**config.mk**
```make
export PLATFORM = sky130hd
export DESIGN_NAME = imem_port_arbiter_flat
export DESIGN_NICKNAME = d
export VERILOG_FILES = /design/src/rtl/imem_port_arbiter_if.sv /design/src/rtl/imem_port_arbiter.sv /design/src/flat_wrapper.sv
export SDC_FILE = /design/constraint.sdc
export NUM_CORES = 1
export LEC_CHECK = 0
export ABC_AREA = 1
export CAP_MARGIN = 20
export CORE_AREA = 2 2 84 86
export DETAILED_ROUTE_END_ITERATION = 10
export DIE_AREA = 0 0 86 88
export PLACE_DENSITY = 0.77
export SLEW_MARGIN = 20
export SYNTH_ARGS = -nofsm -noshare
export SYNTH_HDL_FRONTEND = slang
export SYNTH_SLANG_ARGS = --single-unit
```
**constraint.sdc**
```tcl
create_clock -name clk -period 4.6 [get_ports clk]
set_clock_uncertainty 0.05 [all_clocks]
set_input_delay 1.15 -clock clk [delete_from_list [all_inputs] [get_ports clk]]
set_output_delay 1.15 -clock clk [all_outputs]
set_load 0.02 [all_outputs]
```
**src/rtl/imem_port_arbiter_if.sv**
```systemverilog
// BRAM-side bus of the instruction-memory port arbiter.
// The arbiter is the master; the imem macro is the slave.
interface imem_port_arbiter_if #(
  parameter int unsigned MEM_AW = 10
);
  logic              mem_en;
  logic              mem_we;
  logic [MEM_AW-1:0] mem_addr;
  logic [31:0]       mem_wdata;
  logic [31:0]       mem_rdata;

  modport master (
    output mem_en,
    output mem_we,
    output mem_addr,
    output mem_wdata,
    input  mem_rdata
  );

  modport slave (
    input  mem_en,
    input  mem_we,
    input  mem_addr,
    input  mem_wdata,
    output mem_rdata
  );
endinterface

```
**src/rtl/imem_port_arbiter.sv**
```systemverilog
// Shares the single-port instruction BRAM between the fetch stage and the program loader.
// Grants are combinational from state and ld_req; the loader wins except when a running burst hits MAX_BURST.
module imem_port_arbiter #(
  parameter int unsigned MEM_AW    = 10,
  parameter int unsigned MAX_BURST = 16
) (
  input  logic                       clk,
  input  logic                       reset_n,
  input  logic                       core_en,
  input  logic [31:0]                fetch_addr,
  input  logic                       fetch_kill,
  output logic                       fetch_stall,
  output logic                       fetch_valid,
  output logic [31:0]                fetch_data,
  input  logic                       ld_req,
  input  logic [31:0]                ld_addr,
  input  logic [31:0]                ld_wdata,
  output logic                       ld_ack,
  imem_port_arbiter_if.master        mem,
  input  logic                       err_clr,
  output logic                       err_misaligned,
  output logic                       err_oob
);

  localparam int unsigned      CNT_W     = 8;
  localparam logic [31:0]      NOP_INSN  = 32'h0000_0013;
  localparam logic [CNT_W-1:0] BURST_MAX = CNT_W'(MAX_BURST);

  typedef enum logic [1:0] {
    BOOT = 2'd0,
    RUN  = 2'd1,
    LD   = 2'd2
  } state_t;

  state_t           state_q, state_d;
  logic [CNT_W-1:0] cnt_q, cnt_d;
  logic             ld_grant;
  logic             fetch_grant;
  logic             ld_oob;
  logic             fetch_misaligned;
  logic             read_pending_q;
  logic             kill_q;
  logic             unused_addr_bits;

  assign ld_oob           = |ld_addr[31:MEM_AW+2];
  assign fetch_misaligned = |fetch_addr[1:0];
  assign unused_addr_bits = ^{fetch_addr[31:MEM_AW+2], ld_addr[1:0]};

  // State and burst-count register
  always_ff @(posedge clk or negedge reset_n) begin
    if (!reset_n) begin
      state_q <= BOOT;
      cnt_q   <= '0;
    end else begin
      state_q <= state_d;
      cnt_q   <= cnt_d;
    end
  end

  // Next state, burst count and grant decision
  always_comb begin
    state_d     = state_q;
    cnt_d       = cnt_q;
    ld_grant    = 1'b0;
    fetch_grant = 1'b0;
    case (state_q)
      BOOT: begin
        ld_grant = ld_req;
        cnt_d    = '0;
        if (core_en) begin
          state_d = RUN;
        end
      end
      RUN: begin
        if (ld_req) begin
          ld_grant = 1'b1;
          cnt_d    = CNT_W'(1);
          state_d  = LD;
        end else begin
          fetch_grant = 1'b1;
        end
      end
      LD: begin
        if (ld_req && (cnt_q < BURST_MAX)) begin
          ld_grant = 1'b1;
          cnt_d    = cnt_q + CNT_W'(1);
        end else begin
          fetch_grant = 1'b1;
          cnt_d       = '0;
          state_d     = RUN;
        end
      end
      default: begin
        state_d = BOOT;
        cnt_d   = '0;
      end
    endcase
    // Dropping core_en returns to BOOT after this cycle's grant completes
    if ((state_q != BOOT) && !core_en) begin
      state_d = BOOT;
      cnt_d   = '0;
    end
  end

  // BRAM port and handshake drive; held at reset values while reset_n is low
  always_comb begin
    mem.mem_en    = 1'b0;
    mem.mem_we    = 1'b0;
    mem.mem_addr  = '0;
    mem.mem_wdata = '0;
    ld_ack        = 1'b0;
    fetch_stall   = 1'b1;
    if (reset_n) begin
      if (ld_grant) begin
        mem.mem_en    = 1'b1;
        mem.mem_we    = !ld_oob;
        mem.mem_addr  = ld_addr[MEM_AW+1:2];
        mem.mem_wdata = ld_wdata;
        ld_ack        = 1'b1;
      end else if (fetch_grant) begin
        mem.mem_en   = 1'b1;
        mem.mem_addr = fetch_addr[MEM_AW+1:2];
        fetch_stall  = 1'b0;
      end
    end
  end

  // Tracks the read in flight and whether it was killed at issue
  always_ff @(posedge clk or negedge reset_n) begin
    if (!reset_n) begin
      read_pending_q <= 1'b0;
      kill_q         <= 1'b0;
    end else begin
      read_pending_q <= fetch_grant;
      kill_q         <= fetch_grant & fetch_kill;
    end
  end

  always_comb begin
    fetch_valid = read_pending_q & !(kill_q | fetch_kill) & (state_q != BOOT) & reset_n;
    fetch_data  = fetch_valid ? mem.mem_rdata : NOP_INSN;
  end

  // Sticky error flags; a new event in the clear cycle keeps the flag set
  always_ff @(posedge clk or negedge reset_n) begin
    if (!reset_n) begin
      err_oob        <= 1'b0;
      err_misaligned <= 1'b0;
    end else begin
      err_oob        <= (ld_grant & ld_oob) | (err_oob & !err_clr);
      err_misaligned <= (fetch_grant & fetch_misaligned) | (err_misaligned & !err_clr);
    end
  end

endmodule

```
**src/flat_wrapper.sv**
```systemverilog
// flat-port wrapper written by rule: the top's interface ports become plain ports
module imem_port_arbiter_flat 
#(
  parameter int unsigned MEM_AW    = 10,
  parameter int unsigned MAX_BURST = 16
)
  (clk, reset_n, core_en, fetch_addr, fetch_kill, fetch_stall, fetch_valid, fetch_data, ld_req, ld_addr, ld_wdata, ld_ack, err_clr, err_misaligned, err_oob, mem_mem_en, mem_mem_we, mem_mem_addr, mem_mem_wdata, mem_mem_rdata);
  imem_port_arbiter_if #(.MEM_AW(MEM_AW)) mem_i ();
  input  logic clk;
  input  logic reset_n;
  input  logic core_en;
  input  logic [31:0] fetch_addr;
  input  logic fetch_kill;
  output logic fetch_stall;
  output logic fetch_valid;
  output logic [31:0] fetch_data;
  input  logic ld_req;
  input  logic [31:0] ld_addr;
  input  logic [31:0] ld_wdata;
  output logic ld_ack;
  input  logic err_clr;
  output logic err_misaligned;
  output logic err_oob;
  output wire logic [$bits(mem_i.mem_en)-1:0] mem_mem_en;
  output wire logic [$bits(mem_i.mem_we)-1:0] mem_mem_we;
  output wire logic [$bits(mem_i.mem_addr)-1:0] mem_mem_addr;
  output wire logic [$bits(mem_i.mem_wdata)-1:0] mem_mem_wdata;
  input wire logic [$bits(mem_i.mem_rdata)-1:0] mem_mem_rdata;
  assign mem_mem_en = mem_i.mem_en;
  assign mem_mem_we = mem_i.mem_we;
  assign mem_mem_addr = mem_i.mem_addr;
  assign mem_mem_wdata = mem_i.mem_wdata;
  assign mem_i.mem_rdata = mem_mem_rdata;
  imem_port_arbiter #(.MEM_AW(MEM_AW), .MAX_BURST(MAX_BURST)) u_core (.clk(clk), .reset_n(reset_n), .core_en(core_en), .fetch_addr(fetch_addr), .fetch_kill(fetch_kill), .fetch_stall(fetch_stall), .fetch_valid(fetch_valid), .fetch_data(fetch_data), .ld_req(ld_req), .ld_addr(ld_addr), .ld_wdata(ld_wdata), .ld_ack(ld_ack), .mem(mem_i), .err_clr(err_clr), .err_misaligned(err_misaligned), .err_oob(err_oob));
endmodule
```
# ---- After elaboration in Yosys (flattened, before gate mapping)
# Index checks and enable logic that the tools add are counted.
dict set report op_classes {
  n_mux 31
  n_addsub 1
  bitwise 11
  magnitude_cmp 1
  n_eq_ne 5
  reduce_logical 11
}
# operator n
set ops {}
lappend ops {{2-to-1 mux 32 bit} 3}
lappend ops {{2-to-1 mux 10 bit} 3}
lappend ops {{2-to-1 mux 8 bit} 3}
lappend ops {{OR reduction 20 bit} 1}
lappend ops {{one-hot mux 8 bit (2 select lines)} 1}
lappend ops {{2-to-1 mux 1 bit} 14}
lappend ops {{adder 8 x 1 -> 8 bit, second input constant} 1}
lappend ops {{bitwise AND 1 bit} 8}
lappend ops {{less-than comparator 8 x 5 -> 1 bit, second input constant} 1}
lappend ops {{2-to-1 mux 2 bit} 4}
lappend ops {{inequality test 3 x 2 -> 1 bit, second input constant} 2}
lappend ops {{one-hot mux 2 bit (3 select lines)} 1}
lappend ops {{logical NOT 1 bit} 4}
lappend ops {{inequality test 3 bit, second input constant} 1}
lappend ops {{OR 1 bit} 3}
lappend ops {{one-hot mux 1 bit (3 select lines)} 1}
lappend ops {{AND reduction 3 bit} 1}
lappend ops {{equality test 2 x 1 -> 1 bit, second input constant} 1}
lappend ops {{equality test 2 bit, second input constant} 1}
lappend ops {{logical AND 1 bit} 2}
lappend ops {{logical NOT 2 bit} 1}
lappend ops {{one-hot mux 1 bit (2 select lines)} 1}
lappend ops {{nonzero test 2 bit} 1}
lappend ops {{OR reduction 2 bit} 1}
dict set report word_totals {
  word_cells 66
  out_inout_bits 81
  register_bits 14
}

# ---- Longest topological paths before layout
dict set report logic_depth {
  word_depth 7
  mapped_depth 9
  mapped_depth_nobuf 8
}

# ---- Least setup slack after synthesis
# Ideal clock, no wire load.
dict set report synth_path {
  path_type {input to output}
  startpoint {input fetch_kill}
  endpoint {output fetch_data[11]}
  arrival_time_ns 2.125
  setup_slack_ns 1.275
  cell_stages 6
  n_path_buf 1
  cell_sequence {nor2_1 > nand2_1 > nor3_4 > inv_2 > clkbuf_1 > nor2_1}
}
dict set report synth_between {
  elab_chain_len 6
}
# item line_no
set synth_lines {}
lappend synth_lines {{start: declaration} flat_wrapper.sv:13} ;# input logic fetch_kill;
lappend synth_lines {{OR 1 bit} imem_port_arbiter.sv:140} ;# fetch_valid = read_pending_q & !(kill_q | fetch_kill) & (state_q != BOOT) & reset_n;
lappend synth_lines {{logical NOT 1 bit} imem_port_arbiter.sv:140}
lappend synth_lines {{bitwise AND 1 bit (3 in series)} imem_port_arbiter.sv:140}
lappend synth_lines {{net fetch_valid} flat_wrapper.sv:15} ;# output logic fetch_valid;
lappend synth_lines {{2-to-1 mux 32 bit} imem_port_arbiter.sv:141} ;# fetch_data = fetch_valid ? mem.mem_rdata : NOP_INSN;
lappend synth_lines {{end: declaration} flat_wrapper.sv:16} ;# output logic [31:0] fetch_data;
# The timed path passes the listed nets, and every way through them passes these cells.

# ---- Worst setup path after layout
dict set report layout_path {
  startpoint {input ld_req}
  endpoint {output mem_mem_wdata[28]}
}
dict set report layout_between {
  elab_chain_len 5
  elab_cells_between_ends 6
}
# item line_no
set layout_lines {}
lappend layout_lines {{start: declaration} flat_wrapper.sv:17} ;# input logic ld_req;
lappend layout_lines {{logical AND 1 bit} imem_port_arbiter.sv:84} ;# if (ld_req && (cnt_q < BURST_MAX)) begin
lappend layout_lines {{2-to-1 mux 1 bit} imem_port_arbiter.sv:84}
lappend layout_lines {{one-hot mux 1 bit (3 select lines) *} imem_port_arbiter.sv:66} ;# case (state_q)
lappend layout_lines {{2-to-1 mux 32 bit *} imem_port_arbiter.sv:114} ;# if (ld_grant) begin
lappend layout_lines {{2-to-1 mux 32 bit *} imem_port_arbiter.sv:113} ;# if (reset_n) begin
lappend layout_lines {{end: declaration} flat_wrapper.sv:27} ;# output wire logic [$bits(mem_i.mem_wdata)-1:0] mem_mem_wdata;
# Every way passes the cells marked *; elsewhere a longest branch is shown, timed or not.

==> flow_summary.yaml <==
drt:
  top_layer_used: "met4"
  via_per_inst: 4.21
  ant_nets: 0
  drc: 0
  wl_met2_mm: 3.31
  via_count: 2303
  routed_wl_mm: 6.42
  met1Wirelength_mm: 2.44
  drtIter0Drc: 94
  wire_per_inst_um: 11.7
  wl_met3_um: 632
  firstDrtPassIters: 4
floorplanning:
  die_width_um: 86
  start_util: 0.227
  die_h_um: 88
  dieArea_um2: 7570
  ioPinCount: 215
  num_rows: 30
  core_area_um2: 6640
setup_path:
  reg2reg_slack_ps: 2830
  r2r_end: "u_core.cnt_q[2]"
  start_kind: "input port"
  critPathMaxFanout: 21
  crit_chain: "clkdlybuf4s50_1 > nand4_1 > nand2_1 > nand2_2 > inv_2 > buf_12 > nand2_1 > nor2_1 > clkdlybuf4s50_1"
  r2r-start: "u_core.state_q[0]"
  worst-setup-path-type: "input port to output port"
  required_ps: 3400
  critPathMaxStageDelay_ps: 620
  worstPathArrival_ps: 3230
  cp_slowest_cell: "clkdlybuf4s50_1"
  end_kind: "output port"
  worst_r2r_path_depth: 7
placement:
  routabilityCongestion: 0.757
  place_hpwl_mm: 5.46
  port_buffers: 192
cells_and_area:
  syn_to_final_growth_pct: 136
  drive_above_1_share: 0.0407
  multiInputGateArea_um2: 901
  fill_cells: 632
  seqCellArea_um2: 350
  final_core_util: 0.537
  final_cell_mix: "192 x clkdlybuf4s50_1, 88 x nor2_1, 70 x nand2_1"
  final_common_cell: "clkdlybuf4s50_1"
  num_antenna_cells: 0
  nets: 607
min_path:
  hp-start: "u_core.cnt_q[6]"
  hold-path-endpoint: "u_core.cnt_q[6]"
  whs_path_depth: 2
  hp-class: "flop to flop"
timing:
  fmax_ghz: 0.226
  slew_violations: 0
  period_share: 0.963
  slew_headroom: 0.687
  post-route-min-period_ps: 4430
  setup_tns_ps: 0
  hold_viol: 0
  worst_slew_pin_slew_ps: 468
  setup_viol: 0
  rsz0062_at_grt: "false"
clock_network:
  holdBufCountCts: 0
  cts_made_buffers: 3
  cts_tree: "done"
  max-clock-path-buffers: 2
  clock-sinks: 14
  root_buffer: "clkbuf_8"
  clock_insertion_delay_worst_skew_ps: 240
  cts.clk_slew.worst_paths_ps: 60
  cts_setup_buffers: 0
  cts_resized: 0
  htree_levels: 1
synth:
  synth_nets: 417
  synthFlopType: "dfrtp_1"
  synthDistinctLibCells: 27
  syn_inst: 278
  yosys.area_share.xor_xnor: 0
  ys_warn_count: 0
  synth_mux_area_frac: 0
  async_flop_share: 1.00
  synth_compound_area_frac: 0.0447
  synth_edf_count: 0
  yosys.area_share.simple: 0.510
  ys_ff_latch: 14
  avgSynthCellArea_um2: 5.43
  yosysSeqAreaShare: 0.232
  syn-cell-area_um2: 1510
  synth_top_family_by_area: "simple AND/OR/NAND/NOR gates"
  synthAdderAreaFrac: 0.0414
global_routing:
  grt_max_degree: 34
  grtUsageTotal: 0.153
  overflow: 0
  antenna_found_initial: 0
  grt_pass1_wl_mm: 9.38
  grt_pass1_vias: 2089
power:
  peakVddDrop_uv: 154
  power.density_nw_per_um2: 311
  p_leak_nw: 1.59
run:
  cap_violations: 0
run_status:
  run_status: "completed"
final cells by class:
type	instances	share of cell area
multi-input combinational	203	0.253
sequential	14	0.0982
clock buffer	4	0.0154
tap	80	0.0281
inverter	48	0.0505
timing repair buffer	198	0.555
cells by family (layout without fill, tap and decap cells):
logic type      after synthesis  after routing
flops                        14             14
buf+inv                      61            250
fa+ha+maj                     5              5
compound gates               12             12
simple gates                186            186
synthesized netlist by cell type (2+ instances only):
| cell type | instances | area (µm²) |
|---|---|---|
| nand2_1 | 70 | 263 |
| a21oi_1 | 5 | 25.0 |
| or2_2 | 2 | 12.5 |
| clkbuf_1 | 5 | 18.8 |
| nand4_1 | 12 | 75.1 |
| dfrtp_1 | 14 | 350 |
| nor2_1 | 88 | 330 |
| buf_2 | 3 | 15.0 |
| ha_1 | 5 | 62.6 |
| inv_2 | 3 | 11.3 |
| inv_1 | 45 | 169 |
| nor3_1 | 2 | 10.0 |
| buf_6 | 3 | 33.8 |
| o21ai_0 | 4 | 20.0 |
| nand3_1 | 5 | 25.0 |
through the flow:
stage          worst slack [ps]  instance area, µm²  hold WS, ps  total power [mW]  cells
6_report                    171                3570          444              1.11    547
5_1_grt                    26.1                3570          471              1.19    547
4_1_cts                     144                3570          447              1.12    547
3_5_place_dp                147                3510          438             0.998    543
3_3_place_gp                170                3510          432             0.984    543
2_1_floorplan              1270                1510          423             0.628    278
power breakdown:
part           switching (mW)  leakage, nW  internal [mW]  total (mW)
Clock                  0.0446       0.0288         0.0757       0.120
Sequential             0.0176        0.189          0.149       0.167
Combinational           0.446         1.38          0.376       0.821
registers in the layout, indices dropped and copies added (netlist names):
signal                 count
u_core.cnt_q               8
u_core.err_oob             1
u_core.state_q             2
u_core.err_misaligned      1
u_core.read_pending_q      1
u_core.kill_q              1
worst max-delay path, delay by kind of cell:
family,cells,cell delay [ps]
buffers and inverters,4,1550
and+or+nand+nor,5,530
routing by layer:
metal	up-vias	global-route usage
li1	1207	-
met3	2	0.0452
met2	111	0.289
met1	983	0.167
met4	0	0.0375
met5	-	0
worst max-delay path by stage:
| stage | startpoint | end | slack, ps | cells after the start |
|---|---|---|---|---|
| 2_1_floorplan | fetch_kill | fetch_data[11] | 1270 | 6 |
| 3_3_place_gp | ld_req | mem_mem_wdata[10] | 170 | 9 |
| 3_5_place_dp | ld_req | mem_mem_wdata[10] | 150 | 9 |
| 4_1_cts | ld_req | mem_mem_wdata[28] | 140 | 9 |
| 5_1_grt | ld_req | mem_mem_wdata[3] | 30 | 9 |
| 6_report | ld_req | mem_mem_wdata[28] | 170 | 9 |
Power figures use the tool's default switching activity.
